**config.mk**
```make
export PLATFORM = sky130hd
export DESIGN_NAME = iter_divider
export DESIGN_NICKNAME = d
export VERILOG_FILES = /design/src/rtl/iter_divider.sv
export SDC_FILE = /design/constraint.sdc
export NUM_CORES = 1
export LEC_CHECK = 0
export BUFFER_PORTS_ARGS = -buffer_cell sky130_fd_sc_hd__buf_2
export CAP_MARGIN = 5
export CORE_UTILIZATION = 35
export CTS_CLUSTER_DIAMETER = 80
export DETAILED_ROUTE_END_ITERATION = 10
export GPL_TIMING_DRIVEN = 0
export PLACE_DENSITY = 0.66
export SLEW_MARGIN = 25
export SYNTH_ARGS = -nofsm -noshare
export SYNTH_HDL_FRONTEND = slang
export SYNTH_SLANG_ARGS = --single-unit
```
**constraint.sdc**
```tcl
create_clock -name clk -period 3.1 [get_ports clk]
set_input_delay 0.155 -clock clk [delete_from_list [all_inputs] [get_ports clk]]
set_output_delay 0.155 -clock clk [all_outputs]
set_load 0.02 [all_outputs]
```
**src/rtl/iter_divider.sv**
```systemverilog
// Iterative 32/32 unsigned restoring divider: one quotient bit per clock, 32 steps.
// Optional DIV_EARLY_OUT_EN: resolves a<b and b==1 at the capture edge and skips the run.
module iter_divider (
  input  logic        clk,
  input  logic        reset,
  input  logic        valid,
  input  logic [31:0] a,
  input  logic [31:0] b,
  input  logic        consume,
  output logic        done,
  output logic [63:0] c,
  output logic        busy
);

  typedef enum logic [1:0] {IDLE, RUN, DONE} state_t;

  state_t      state_q;
  logic [4:0]  cnt_q;
  logic [31:0] b_q;
  logic [63:0] c_q;
  logic        done_q;
  logic        busy_q;

  logic [32:0] rem_sh;
  logic [32:0] trial;
  logic [63:0] step_d;

  // c_q holds {remainder, quotient}; the quotient half starts as the dividend and
  // is shifted out into the remainder while quotient bits are shifted in.
  always_comb begin
    rem_sh = {c_q[63:32], c_q[31]};
    trial  = rem_sh - {1'b0, b_q};
    step_d = {rem_sh[31:0], c_q[30:0], 1'b0};
    if (rem_sh >= {1'b0, b_q}) begin
      step_d = {trial[31:0], c_q[30:0], 1'b1};
    end
  end

  always_ff @(posedge clk or posedge reset) begin
    if (reset) begin
      state_q <= IDLE;
      cnt_q   <= '0;
      b_q     <= '0;
      c_q     <= '0;
      done_q  <= 1'b0;
      busy_q  <= 1'b0;
    end else begin
      case (state_q)
        IDLE: begin
          if (valid) begin
            b_q   <= b;
            cnt_q <= '0;
`ifdef DIV_EARLY_OUT_EN
            if ((b != '0) && (a < b)) begin
              state_q <= DONE;
              c_q     <= {a, 32'h0};
              done_q  <= 1'b1;
            end else if (b == 32'd1) begin
              state_q <= DONE;
              c_q     <= {32'h0, a};
              done_q  <= 1'b1;
            end else begin
              state_q <= RUN;
              c_q     <= {32'h0, a};
              busy_q  <= 1'b1;
            end
`else
            state_q <= RUN;
            c_q     <= {32'h0, a};
            busy_q  <= 1'b1;
`endif
          end
        end
        RUN: begin
          if (!valid) begin
            state_q <= IDLE;
            busy_q  <= 1'b0;
          end else begin
            c_q   <= step_d;
            cnt_q <= cnt_q + 5'd1;
            if (cnt_q == 5'd31) begin
              state_q <= DONE;
              busy_q  <= 1'b0;
              done_q  <= 1'b1;
            end
          end
        end
        DONE: begin
          // Consume and flush both retire the result; a held valid never restarts here.
          if (consume || !valid) begin
            state_q <= IDLE;
            done_q  <= 1'b0;
          end
        end
        default: begin
          state_q <= IDLE;
          done_q  <= 1'b0;
          busy_q  <= 1'b0;
        end
      endcase
    end
  end

  assign done = done_q;
  assign busy = busy_q;
  assign c    = c_q;

endmodule

```
==> results.yml <==
logic_synthesis:
  synth_cell_types: 54
  async_flop_share: 1.00
  netlist_instances: 714
  yosysSeqAreaShare: 0.416
  synth_edf_count: 0
  synth_nets: 817
  synth_area_per_cell_um2: 8.84
  netlist_area_um2: 6310
  ys_warn_count: 0
  synth-main-ff-cell: "dfrtp_1"
  ys_ff_latch: 105
global_routing:
  grt_pass1_vias: 5480
  antenna_found_initial: 1
  grt_overflow: 0
  grt_pass1_wl_um: 28600
  grt_max_degree: 73
  grt_use_total: 0.201
routing:
  remaining_drc_errors: 0
  drt-initial-drc-count: 458
  wl_per_cell_um: 16.3
  first_pass_iters: 5
  ant_nets: 0
  wl_met1_um: 8590
  avgViaCountPerCell: 5.18
  topRoutingLayerUsed: "met4"
  met3_wirelength_um: 775
  dr_total_vias: 5753
  wl_met2_um: 8410
  totalWireLength_um: 18100
cts:
  cts_root_buffer: "clkbuf_16"
  clk_pin_slew_worst_paths_ns: 0.08
  cts_tree: "done"
  cts.sinks: 105
  cts.path.max_buffers: 2
  clk_latency_ns: 0.36
  cts-htree-levels: 3
  numCtsBuffers: 9
setup_path:
  crit_chain: "inv_1 -> ha_1 -> and2b_1 -> o2111ai_2 -> a2111o_1 -> a31oi_4 -> a31oi_4 -> o211ai_4 -> buf_12 -> mux2_4 -> a22oi_1 -> o21ai_1"
  cp_slowest_stage_delay_ns: 0.52
  reg2reg_from: "b_q[1]"
  cp-start-kind: "flip-flop"
  cp.required_ns: 3.33
  crit_path_end_kind: "flip-flop"
  worstSetupPathType: "reg2reg"
  cpMostUsedCell: "a31oi_4"
  r2r_slack_ns: 0.09
  path_max_fanout: 7
  reg2reg_to: "c[60]"
  cp_slowest_cell: "a2111o_1"
  arrival_ns: 3.24
  ff2ff_path_depth: 12
sta:
  relSlewSlack: 0.489
  finalCritPeriodShare: 0.971
  slew_violations: 0
  hold_violations: 0
  tightest_slew_ns: 0.766
  setup-tns-final_ns: 0
  skew_ns: 0.0135
  final-setup-viol-count: 0
  min_period_ns: 3.01
  fin_ws_ns: 0.0894
  fmax_mhz: 332
min_path:
  min_from: "b[30]"
  hp-class: "in2reg"
  whs_endpoint: "b_q[30]"
  min_path_cells: 3
floorplanning:
  fp.dieW_um: 136
  rows: 48
  core_um2: 17500
  die_h_um: 136
  start_util: 0.361
  pin_count: 134
  die-area_um2: 18600
power_and_ir_drop:
  ir_drop_uv: 423
  pwr_density_cell_nw_per_um2: 954
  switching_power_w: 0.00336
  p_seq_frac: 0.261
  p_total_w: 0.00756
  p_sw_frac: 0.445
  combPwrFrac: 0.574
  p_int_w: 0.00420
  p_clk_frac: 0.165
  leakagePower_nw: 3.82
placement:
  dp_slack_ns: -0.212
  port_buffers: 133
  gp_congestion: 0.935
  hpwl_um: 13200
cells_and_area:
  post-route-util: 0.453
  final_net_count: 983
  area_growth_pct: 25.5
  drive_gt1_frac: 0.206
run:
  drv_cap: 0
run_status:
  status: "finished clean"
synth_stat cells (8+ instances only):
cell        n  area [µm²]
ha_1       34         425
nand3_1     8        40.0
xnor2_1    22         193
a21oi_1    42         210
nand2_1   133         499
inv_1      40         150
mux2i_1    49         490
o21ai_0   116         581
clkbuf_1   29         109
nor2_1     18        67.6
nand4_1     8        50.1
dfrtp_1   105        2630
a21o_1     10        75.1
what timing repair did:
| item | in CTS | in global routing |
|---|---|---|
| resized for setup | 7 | 16 |
| setup endpoints to repair | 28 | 29 |
| pin swaps | 3 | 5 |
| setup buffers | 2 | 4 |
| hold buffers | 17 | 0 |
| hold endpoints to repair | 49 | 0 |
| cloned | 0 | 0 |
worst max-delay path, delay by kind of cell (launching register included):
| kind | cells | cell delay [ns] |
|---|---|---|
| muxes | 1 | 0.30 |
| DFF | 1 | 0.38 |
| adders and majority gates | 1 | 0.29 |
| and+or+nand+nor | 1 | 0.16 |
| AOI/OAI and AO/OA | 7 | 1.54 |
| buffers and inverters | 2 | 0.22 |
how the worst max path moves through the flow:
stage          startpoint  endpoint  slack (ns)  cells after the start
6_report           b_q[1]     c[60]        0.09                     12
5_1_grt             c[44]     c[60]       -0.02                     11
4_1_cts             c[31]     c[60]        0.02                     11
3_5_place_dp        c[31]     c[60]       -0.21                     12
3_3_place_gp        reset   b_q[13]       -1.20                      2
2_1_floorplan       reset    b_q[0]        0.18                      1
metal layers:
| metal | track usage | vias up |
|---|---|---|
| li1 | - | 2827 |
| met2 | 0.319 | 148 |
| met5 | 0 | - |
| met4 | 0.0790 | 0 |
| met1 | 0.274 | 2755 |
| met3 | 0.0295 | 23 |
sequential cells by signal (all words and copies together), names as in the netlist:
register	cells
busy	1
state_q	2
c	64
b_q	32
cnt_q	5
done	1
layout by cell type (no fill, tap or decap), types with 3 or more instances in the layout:
| cell type | instances |
|---|---|
| mux2_2 | 3 |
| nand2_1 | 132 |
| dfrtp_1 | 105 |
| and2_1 | 3 |
| buf_4 | 7 |
| o21ai_0 | 112 |
| mux2i_1 | 49 |
| a21o_1 | 10 |
| nand3_1 | 8 |
| buf_1 | 4 |
| clkbuf_1 | 28 |
| nand4_1 | 8 |
| nor3_1 | 4 |
| xor2_1 | 6 |
| o21bai_1 | 6 |
| buf_2 | 134 |
| a41oi_1 | 3 |
| xnor2_1 | 22 |
| inv_1 | 39 |
| dlygate4sd3_1 | 17 |
| clkinv_2 | 3 |
| a31oi_1 | 3 |
| nor2_1 | 18 |
| a21oi_1 | 42 |
| ha_1 | 31 |
| o21ai_1 | 4 |
| and3_1 | 3 |
| o31ai_1 | 4 |
| a211oi_1 | 5 |
| nand2b_1 | 6 |
| clkbuf_16 | 9 |
| nor2b_1 | 6 |
power by group through the flow:
stage / logic (W) / registers (W) / clock network, W
6_report: 0.00434 / 0.00197 / 0.00125
3_5_place_dp: 0.00397 / 0.00199 / 0
4_1_cts: 0.00411 / 0.00197 / 0.00128
2_1_floorplan: 0.00268 / 0.00221 / 0
5_1_grt: 0.00476 / 0.00201 / 0.00132
3_3_place_gp: 0.00392 / 0.00198 / 0
through the flow:
stage,instances,area (µm²),hold WS [ns]
after CTS,1106,7830,0.000397
after detailed placement,1073,7290,0.168
after floorplan,714,6310,0.272
after global routing,1111,7920,0.00827
after global placement,1072,7260,0.360
final,1111,7920,0.00397
final cells by class:
type / count / area, µm²
repair buffers: 157 / 921
plain buffers: 36 / 163
clock buffers: 10 / 229
flip-flops and latches: 105 / 2630
multi-input cells: 531 / 3460
inverters: 40 / 155
clock inverters: 6 / 82.6
well taps: 225 / 282
fillers: 1745 / 9550
diodes: 1 / 2.50
cells by family (layout without fill, tap and decap cells):
group	after synthesis	in the layout	synth area share
and+or+nand+nor	198	198	0.136
xor gates and xnor gates	28	28	0.0388
DFF	105	105	0.416
buffers and inverters	78	249	0.0499
adders and majority gates	35	35	0.0705
other	0	1	0
AOI/OAI and AO/OA	216	216	0.202
muxes	54	54	0.0866
(Power assumes the default switching activity.)
